$ cat src/rtl/vitals_result_filter.sv
// vitals_result_filter: range-checks, averages and times out PPG vital results.
// Define VITALS_DEMO_EN to replace the inputs with a 1 s synthetic generator.
module vitals_result_filter #(
   parameter int P_SYS_CLK    = 50_000_000,
   parameter int P_TIMEOUT_MS = 3000,
   parameter int P_AVG_LOG2   = 2,
   parameter int P_HR_MIN     = 30,
   parameter int P_HR_MAX     = 220,
   parameter int P_SPO2_MIN   = 70,
   parameter int P_SPO2_MAX   = 100,
   parameter int P_LED_MS     = 100
) (
   input  logic       sys_clk,
   input  logic       sys_rst_n,
   input  logic       i_result_valid,
   input  logic [7:0] i_heart_rate,
   input  logic [7:0] i_spo2,
   input  logic       i_beat_pulse,
   output logic [7:0] o_hr,
   output logic [7:0] o_spo2,
   output logic       o_valid,
   output logic [1:0] o_state,
   output logic       o_beat_led
);
   localparam int N    = 1 << P_AVG_LOG2;
   localparam int SW   = 8 + P_AVG_LOG2;
   localparam int AW   = P_AVG_LOG2;
   localparam int FW   = P_AVG_LOG2 + 1;
   localparam int TICK = P_SYS_CLK / 1000;
   localparam int PW   = $clog2(TICK + 1);
   localparam int MW   = $clog2(P_TIMEOUT_MS + 1);
   localparam int LEDC = P_LED_MS * TICK;
   localparam int LW   = $clog2(LEDC + 1);
   localparam logic [7:0] HR_MIN = 8'(P_HR_MIN);
   localparam logic [7:0] HR_MAX = 8'(P_HR_MAX);
   localparam logic [7:0] SP_MIN = 8'(P_SPO2_MIN);
   localparam logic [7:0] SP_MAX = 8'(P_SPO2_MAX);

   typedef enum logic [1:0] {
      S_IDLE  = 2'd0,
      S_ACQ   = 2'd1,
      S_TRACK = 2'd2,
      S_HOLD  = 2'd3
   } state_e;

   logic       res_v;
   logic [7:0] res_hr;
   logic [7:0] res_sp;
   logic       beat;

`ifdef VITALS_DEMO_EN
   logic [PW-1:0] dpre_q;
   logic [9:0]    dms_q;
   logic          dstb_q;
   logic [7:0]    dhr_q;
   logic [7:0]    dsp_q;
   logic          dtick;
   logic          dsec;
   logic          unused_ext;

   assign dtick = (dpre_q == PW'(TICK - 1));
   assign dsec  = dtick && (dms_q == 10'd999);

   always_ff @(posedge sys_clk or negedge sys_rst_n) begin
      if (!sys_rst_n) begin
         dpre_q <= '0;
         dms_q  <= '0;
         dstb_q <= 1'b0;
         dhr_q  <= 8'd60;
         dsp_q  <= 8'd95;
      end else begin
         dpre_q <= dtick ? '0 : dpre_q + 1'b1;
         if (dtick) dms_q <= dsec ? '0 : dms_q + 1'b1;
         dstb_q <= dsec;
         // step only after the strobe so it carries the current value
         if (dstb_q) begin
            dhr_q <= (dhr_q == 8'd99) ? 8'd60 : dhr_q + 8'd1;
            dsp_q <= (dsp_q == 8'd99) ? 8'd95 : dsp_q + 8'd1;
         end
      end
   end

   assign res_v      = dstb_q;
   assign res_hr     = dhr_q;
   assign res_sp     = dsp_q;
   assign beat       = dstb_q;
   assign unused_ext = ^{i_result_valid, i_heart_rate, i_spo2, i_beat_pulse};
`else
   assign res_v  = i_result_valid;
   assign res_hr = i_heart_rate;
   assign res_sp = i_spo2;
   assign beat   = i_beat_pulse;
`endif

   logic              acc_q;
   logic [7:0]        hin_q, sin_q;
   state_e            state_q, state_d;
   logic [AW-1:0]     wr_q, wr_d;
   logic [FW-1:0]     fill_q, fill_d;
   logic [SW-1:0]     hsum_q, hsum_d, ssum_q, ssum_d;
   logic [N-1:0][7:0] hbuf_q, hbuf_d, sbuf_q, sbuf_d;
   logic [PW-1:0]     pre_q, pre_d;
   logic [MW-1:0]     ms_q, ms_d;
   logic [LW-1:0]     led_q, led_d;
   logic [7:0]        ohr_q, ohr_d, osp_q, osp_d;
   logic              ov_q, ov_d;
   logic              tick, tmo;

   assign tick = (pre_q == PW'(TICK - 1));
   assign tmo  = tick && (ms_q == MW'(P_TIMEOUT_MS - 1)) && (state_q != S_IDLE);

   always_comb begin
      state_d = state_q;
      wr_d    = wr_q;
      fill_d  = fill_q;
      hsum_d  = hsum_q;
      ssum_d  = ssum_q;
      hbuf_d  = hbuf_q;
      sbuf_d  = sbuf_q;
      if (acc_q) begin
         hsum_d = hsum_q - SW'(hbuf_q[wr_q]) + SW'(hin_q);
         ssum_d = ssum_q - SW'(sbuf_q[wr_q]) + SW'(sin_q);
         hbuf_d[wr_q] = hin_q;
         sbuf_d[wr_q] = sin_q;
         wr_d   = wr_q + 1'b1;
         fill_d = (fill_q == FW'(N)) ? fill_q : fill_q + 1'b1;
         case (state_q)
            S_IDLE, S_ACQ: state_d = (fill_d == FW'(N)) ? S_TRACK : S_ACQ;
            default:       state_d = S_TRACK;
         endcase
      end else if (tmo) begin
         case (state_q)
            S_TRACK: state_d = S_HOLD;
            default: state_d = S_IDLE;
         endcase
      end
      if (state_d == S_IDLE) begin
         wr_d   = '0;
         fill_d = '0;
         hsum_d = '0;
         ssum_d = '0;
         hbuf_d = '0;
         sbuf_d = '0;
      end
   end

   always_comb begin
      pre_d = pre_q + 1'b1;
      ms_d  = ms_q;
      if (acc_q || (state_d != state_q) || (state_q == S_IDLE)) begin
         pre_d = '0;
         ms_d  = '0;
      end else if (tick) begin
         pre_d = '0;
         ms_d  = ms_q + 1'b1;
      end
   end

   always_comb begin
      led_d = led_q;
      if (state_d == S_IDLE) led_d = '0;
      else if (beat && (state_q != S_IDLE)) led_d = LW'(LEDC);
      else if (led_q != '0) led_d = led_q - 1'b1;
   end

   always_comb begin
      ohr_d = ohr_q;
      osp_d = osp_q;
      ov_d  = (state_q == S_TRACK);
      case (state_q)
         S_TRACK: begin
            ohr_d = hsum_q[SW-1:P_AVG_LOG2];
            osp_d = ssum_q[SW-1:P_AVG_LOG2];
         end
         S_HOLD: ;
         default: begin
            ohr_d = '0;
            osp_d = '0;
         end
      endcase
   end

   always_ff @(posedge sys_clk or negedge sys_rst_n) begin
      if (!sys_rst_n) begin
         acc_q   <= 1'b0;
         hin_q   <= '0;
         sin_q   <= '0;
         state_q <= S_IDLE;
         wr_q    <= '0;
         fill_q  <= '0;
         hsum_q  <= '0;
         ssum_q  <= '0;
         hbuf_q  <= '0;
         sbuf_q  <= '0;
         pre_q   <= '0;
         ms_q    <= '0;
         led_q   <= '0;
         ohr_q   <= '0;
         osp_q   <= '0;
         ov_q    <= 1'b0;
      end else begin
         acc_q   <= res_v && (res_hr >= HR_MIN) && (res_hr <= HR_MAX)
                    && (res_sp >= SP_MIN) && (res_sp <= SP_MAX);
         hin_q   <= res_hr;
         sin_q   <= res_sp;
         state_q <= state_d;
         wr_q    <= wr_d;
         fill_q  <= fill_d;
         hsum_q  <= hsum_d;
         ssum_q  <= ssum_d;
         hbuf_q  <= hbuf_d;
         sbuf_q  <= sbuf_d;
         pre_q   <= pre_d;
         ms_q    <= ms_d;
         led_q   <= led_d;
         ohr_q   <= ohr_d;
         osp_q   <= osp_d;
         ov_q    <= ov_d;
      end
   end

   assign o_hr       = ohr_q;
   assign o_spo2     = osp_q;
   assign o_valid    = ov_q;
   assign o_state    = state_q;
   assign o_beat_led = (led_q != '0);

endmodule

$ cat config.mk
export PLATFORM = sky130hd
export DESIGN_NAME = vitals_result_filter
export DESIGN_NICKNAME = d
export VERILOG_FILES = /design/src/rtl/vitals_result_filter.sv
export SDC_FILE = /design/constraint.sdc
export NUM_CORES = 1
export LEC_CHECK = 0
export CORE_ASPECT_RATIO = 0.7
export CORE_MARGIN = 5
export CORE_UTILIZATION = 40
export CTS_BUF_LIST = sky130_fd_sc_hd__clkbuf_4 sky130_fd_sc_hd__clkbuf_8
export DETAILED_ROUTE_END_ITERATION = 12
export PLACE_DENSITY_LB_ADDON = 0.05
export SYNTH_ARGS = -nofsm -noshare
export SYNTH_HDL_FRONTEND = slang
export SYNTH_SLANG_ARGS = --single-unit
$ cat constraint.sdc
create_clock -name sys_clk -period 8.65 [get_ports sys_clk]
set_input_delay 1.73 -clock sys_clk [delete_from_list [all_inputs] [get_ports sys_clk]]
set_output_delay 1.73 -clock sys_clk [all_outputs]
set_load 0.05 [all_outputs]
Word-level counts from Yosys, hierarchy flattened
Cells that the tools add are included.
{"block": "classes", "eq_ne": 8, "n_mul": 0, "magnitude_cmp": 6, "n_shift": 0, "n_bitwise": 0, "mux": 35, "n_div": 0, "n_addsub": 9, "reduce_logical": 18}
{"op": "$mux 32", "n": 4}
{"op": "$mux 23", "n": 3}
{"op": "$bwmux 32", "n": 2}
{"op": "$mux 10", "n": 4}
{"op": "$bmux 8 s2", "n": 2}
{"op": "$mux 16", "n": 2}
{"op": "$pmux 8 s2", "n": 2}
{"op": "$mux 12", "n": 2}
{"op": "$mux 8", "n": 3}
{"op": "$reduce_bool 23->1", "n": 1}
{"op": "$sub 23x1->23 const B", "n": 1}
{"op": "$add 10x8->10", "n": 2}
{"op": "$sub 10x8->10", "n": 2}
{"op": "$add 16x1->16 const B", "n": 1}
{"op": "$demux 8 s2", "n": 1}
{"op": "$eq 16x16->1 const B", "n": 1}
{"op": "$mux 2", "n": 7}
{"op": "$add 12x1->12 const B", "n": 1}
{"op": "$eq 12x12->1 const B", "n": 1}
{"op": "$mux 3", "n": 3}
{"op": "$ge 8x5->1 const B", "n": 1}
{"op": "$ge 8x7->1 const B", "n": 1}
{"op": "$le 8x7->1 const B", "n": 1}
{"op": "$le 8x8->1 const B", "n": 1}
{"op": "other kinds (14)", "n": 27}
{"block": "word_totals", "regBits": 176, "in_bits": 20, "mem_bits_rw": 0, "latchBits": 0, "memories": 0, "mem_bits_ro": 0, "elab_cells": 98}

Depth between registers and ports, before layout
{"block": "logic_depth", "depth_word": 10, "mapped_depth": 13}

Worst setup path before layout
No wires, ideal clock.
{"block": "synth_timing", "path_kind": "register to register", "from": "register wr_q[0]", "to": "register hsum_q[8]", "arrival_time_ps": 3766, "path_slack_ps": 4816, "required_time_ps": 8582, "stages_incl_launch_ff": 12, "cell_sequence": "dfrtp_1 clkbuf_1 clkbuf_1 mux4_2 fa_1 inv_1 ha_1 nor2b_1 o21a_1 o21ai_0 mux2_2 nand3_1"}
{"block": "synth_via", "elab_chain_cells": 6}
{"item": "start, declared", "line_no": "98", "text": "logic [AW-1:0] wr_q, wr_d;"}
{"item": "start signal, assigned", "line_no": "207", "text": "wr_q <= wr_d;"}
{"item": "$bmux 8 s2", "line_no": "121", "text": "hsum_d = hsum_q - SW'(hbuf_q[wr_q]) + SW'(hin_q);"}
{"item": "$mux 8 (implied by the code)", "line_no": "121"}
{"item": "$sub 10x8->10", "line_no": "121"}
{"item": "$add 10x8->10", "line_no": "121"}
{"item": "$mux 10", "line_no": "120", "text": "if (acc_q) begin"}
{"item": "$mux 10", "line_no": "137", "text": "if (state_d == S_IDLE) begin"}
{"item": "end signal, assigned", "line_no": "209", "text": "hsum_q <= hsum_d;"}
{"item": "end, declared", "line_no": "100", "text": "logic [SW-1:0] hsum_q, hsum_d, ssum_q, ssum_d;"}
Every way passes these cells. The select of a mux whose other input is x is not followed.
A chain may end at the register's enable or synchronous reset.

Worst setup path in the final report
{"block": "layout_timing", "from": "register led_q[17]", "to": "output port o_beat_led"}
{"block": "layout_via", "elab_chain_cells": 1}
{"item": "start, declared", "line_no": "104", "text": "logic [LW-1:0] led_q, led_d;"}
{"item": "start signal, assigned", "line_no": "215", "text": "led_q <= led_d;"}
{"item": "$reduce_bool 23->1", "line_no": "226", "text": "assign o_beat_led = (led_q != '0);"}
{"item": "end, declared", "line_no": "23", "text": "output logic o_beat_led"}
Every way passes these cells.

==> reports/qor.yml <==
hold_path_class: "reg2reg"
ys_types: 60
type_of_element_launching_the_critical_path: "register"
clock-sinks: 176
async_reset_ff_share_pct: 100.0
crit_fanout: 10
final_nets: 1050
setup_repair_after_global_routing_missed_its_margin: "false"
hpwl_um: 14460
post_synth_instance_area_sq_mm: 0.009443
cp_data_required_time_ns: 6.92
grtUsageTotal_pct: 16.66
cts_tree: "yes"
insertedDiodeCount: 0
cts_resized: 0
end_kind: "primary output"
yosys_most_used_dff: "sky130_fd_sc_hd__dfrtp_1"
run_status: "completed"
grt_start_max_net_pins: 107
critical_path_arrival_ns: 2.60
totalNegativeSetupSlack_ns: 0
htree_num_levels: 4
design.core.area_sq_mm: 0.02346
layout.cells.most_common: "sky130_fd_sc_hd__dfrtp_1"
first_pass_grt_wire_length_um: 36360
placement.io_buffers: 39
finalHoldViolCount: 0
cts_hold_buffers: 0
final_setup_violating_endpoints: 0
rr_endpoint: "hsum_q[3]"
critPathTopFamily: "simple AND/OR/NAND/NOR gates"
pwr_density_cell_mw_per_mm2: 240.9
remaining_drc_errors: 0
cts.repair_timing.setup_buffer_count: 0
synth.ff_latch_count: 176
die_y_um: 138.6
rows: 47
wl_cell_um: 16.43
ff2ff_setup_slack_ns: 4.58
pin_count: 40
grt_pass1_vias: 6529
synth_sequential_area_ratio_pct: 46.64
worstSetupPathType: "reg2out"
fmax_mhz: 230.9
crit_path_max_incr_delay_ns: 0.70
routed_via_density: 5.073
min_from: "pre_q[0]"
timing.critical_path.slowest_stage_cell: "sky130_fd_sc_hd__clkdlybuf4s50_1"
gr-total-overflow: 0
finalCritPeriodShare_pct: 50.08
worst_hold_endpoint: "pre_q[0]"
place_inst: 1284
crit_path_cell_trace: "nor3_1 > nand3_1 > nor2_1 > nand2_1 > clkdlybuf4s50_1"
synth-warning-count: 0
grt_antenna_before_repair: 0
finish.cell_count_without_fillers: 1316
max-cap-violations: 0
final_antenna_net_count: 0
synth_edf_count: 0
floorplan.initialDensity_pct: 40.24
report.power.total_mw: 2.520
gp_congestion: 0.7773
detailedRoute.firstIterationViolations: 469
worst_skew_pair.late_latency_ns: 0.47
die_width_um: 193.6
cts-root-buf: "sky130_fd_sc_hd__clkbuf_8"
synth_fp_nets: 1033
dr_total_vias: 6676
power_leakage_nw: 4.582
clock_path_buffers: 2
routed_wire_length_um: 21620
peakVddDrop_v: 0.0001232
layout.cells.most_common_list: "sky130_fd_sc_hd__dfrtp_1, sky130_fd_sc_hd__nand2_1, sky130_fd_sc_hd__a21oi_1"
post_synth.cell_area_avg_sq_um: 9.755
dieArea_sq_mm: 0.02683
final_layout_size_suffix_gt1_share_pct: 8.216
slew_at_the_pin_with_the_worst_max_slew_slack_ns: 0.9109
cts.reportedPaths.clkPinSlew_ns: 0.10
period_minus_slack_ns: 4.332
area_delta_synth_final_pct: 10.77
cts_buffers: 17
syn-instance-count: 968
worst_r2r_path_depth: 7
critical_path.reg2reg.startpoint: "pre_q[0]"
maxSlewViolCount: 0
timing.hold.worst_path_depth: 1
critical_path.n_buffers_inverters: 1
slew_headroom_pct: 39.28
fin_skew_ns: 0.01373
drt_pass1_iterations: 5
## Yosys cell counts, types with 2 or more instances
| master | instances | area [sq um] |
|---|---|---|
| sky130_fd_sc_hd__nor2b_1 | 25 | 156.4 |
| sky130_fd_sc_hd__nor3_1 | 24 | 120.1 |
| sky130_fd_sc_hd__o41ai_1 | 2 | 17.52 |
| sky130_fd_sc_hd__and4bb_2 | 2 | 25.02 |
| sky130_fd_sc_hd__mux2i_1 | 21 | 210.2 |
| sky130_fd_sc_hd__nand2_1 | 168 | 630.6 |
| sky130_fd_sc_hd__mux2_2 | 4 | 45.04 |
| sky130_fd_sc_hd__o21bai_1 | 2 | 15.01 |
| sky130_fd_sc_hd__o31ai_1 | 5 | 37.54 |
| sky130_fd_sc_hd__nand4_1 | 23 | 143.9 |
| sky130_fd_sc_hd__mux4_2 | 16 | 360.4 |
| sky130_fd_sc_hd__a21oi_1 | 81 | 405.4 |
| sky130_fd_sc_hd__nand2b_1 | 2 | 12.51 |
| sky130_fd_sc_hd__xnor2_1 | 21 | 183.9 |
| sky130_fd_sc_hd__xor2_1 | 26 | 227.7 |
| sky130_fd_sc_hd__nand3_1 | 26 | 130.1 |
| sky130_fd_sc_hd__ha_1 | 29 | 362.9 |
| sky130_fd_sc_hd__a211oi_1 | 10 | 75.07 |
| sky130_fd_sc_hd__o21a_1 | 5 | 37.54 |
| sky130_fd_sc_hd__o31ai_2 | 6 | 75.07 |
| sky130_fd_sc_hd__dfrtp_1 | 176 | 4404 |
| sky130_fd_sc_hd__o32ai_1 | 2 | 17.52 |
| sky130_fd_sc_hd__or4_4 | 3 | 33.78 |
| sky130_fd_sc_hd__a32oi_1 | 2 | 17.52 |
| sky130_fd_sc_hd__or4_1 | 2 | 15.01 |
| sky130_fd_sc_hd__nand3b_1 | 4 | 30.03 |
| sky130_fd_sc_hd__a21o_1 | 2 | 15.01 |
| sky130_fd_sc_hd__inv_1 | 75 | 281.5 |
| sky130_fd_sc_hd__nor4_1 | 4 | 25.02 |
| sky130_fd_sc_hd__and3_1 | 9 | 56.30 |
| sky130_fd_sc_hd__and2_1 | 4 | 25.02 |
| sky130_fd_sc_hd__o21ai_0 | 29 | 145.1 |
| sky130_fd_sc_hd__buf_6 | 10 | 112.6 |
| sky130_fd_sc_hd__buf_1 | 7 | 26.28 |
| sky130_fd_sc_hd__clkbuf_1 | 27 | 101.4 |
| sky130_fd_sc_hd__buf_2 | 4 | 20.02 |
| sky130_fd_sc_hd__nor2_1 | 59 | 221.5 |
| sky130_fd_sc_hd__fa_1 | 16 | 320.3 |
| sky130_fd_sc_hd__or3_1 | 7 | 43.79 |
| sky130_fd_sc_hd__o211ai_1 | 8 | 60.06 |
## power breakdown
group	switching (mW)	internal, mW
clock	0.314	0.309
combinational	0.508	0.364
sequential	0.101	0.923
total	0.923	1.60
## logic make-up after synthesis
kind of cell | synth area share (%)
flops | 46.64
mux | 6.519
compound gates | 10.75
buf+inv | 5.737
xor+xnor | 4.359
simple gates | 18.76
fa+ha+maj | 7.235
## per-stage QoR
stage	utilization, %	hold slack [ns]	setup slack [ns]	cell area, sq um
finish	44.58	0.4715	4.318	10460
global route	44.58	0.5043	4.034	10460
CTS	44.58	0.4755	4.266	10460
detailed placement	42.74	0.4616	4.597	10030
global placement	42.74	0.4552	4.661	10030
floorplan	-	0.4329	4.816	9443
## flip-flops by register name (all words and copies together), names as in the netlist
signal / cells
o_hr: 8
hsum_q: 10
led_q: 23
ms_q: 12
hin_q: 8
wr_q: 2
sbuf_q: 32
fill_q: 3
acc_q: 1
ssum_q: 10
o_spo2: 8
o_state: 2
pre_q: 16
hbuf_q: 32
o_valid: 1
sin_q: 8
## final cells by class
cell class | instances | area, sq um
sequential | 176 | 4405
timing repair buffer | 46 | 446.7
clock buffer | 20 | 275.3
fill | 2274 | 13000
clock inverter | 12 | 156.4
inverter | 75 | 281.5
multi-input combinational | 669 | 4497
tap | 318 | 397.9
## metal layers
| metal | track usage [%] | share of wire [%] |
|---|---|---|
| met5 | 0 | 0 |
| met4 | 3.687 | 0.77 |
| met3 | 3.278 | 3.4 |
| met2 | 22.23 | 40 |
| met1 | 27.48 | 55 |
## how the worst max path moves through the flow
stage          depth (start not counted)  slack, ns  startpoint    endpoint
3_3_place_gp                           7       4.66    pre_q[0]   hsum_q[3]
3_5_place_dp                           7       4.60    pre_q[0]   hsum_q[3]
6_report                               5       4.32   led_q[17]  o_beat_led
5_1_grt                                5       4.03   led_q[17]  o_beat_led
2_1_floorplan                         11       4.82     wr_q[0]   hsum_q[8]
4_1_cts                                5       4.27   led_q[17]  o_beat_led
## worst register-to-register path: cells and delay by family (launching register included)
family / cells / cell delay [ns]
AOI/OAI and AO/OA: 2 / 1.05
DFF: 1 / 0.38
adders and majority gates: 1 / 0.19
buffers and inverters: 1 / 0.66
and+or+nand+nor: 3 / 1.66
(Power assumes the default switching activity.)
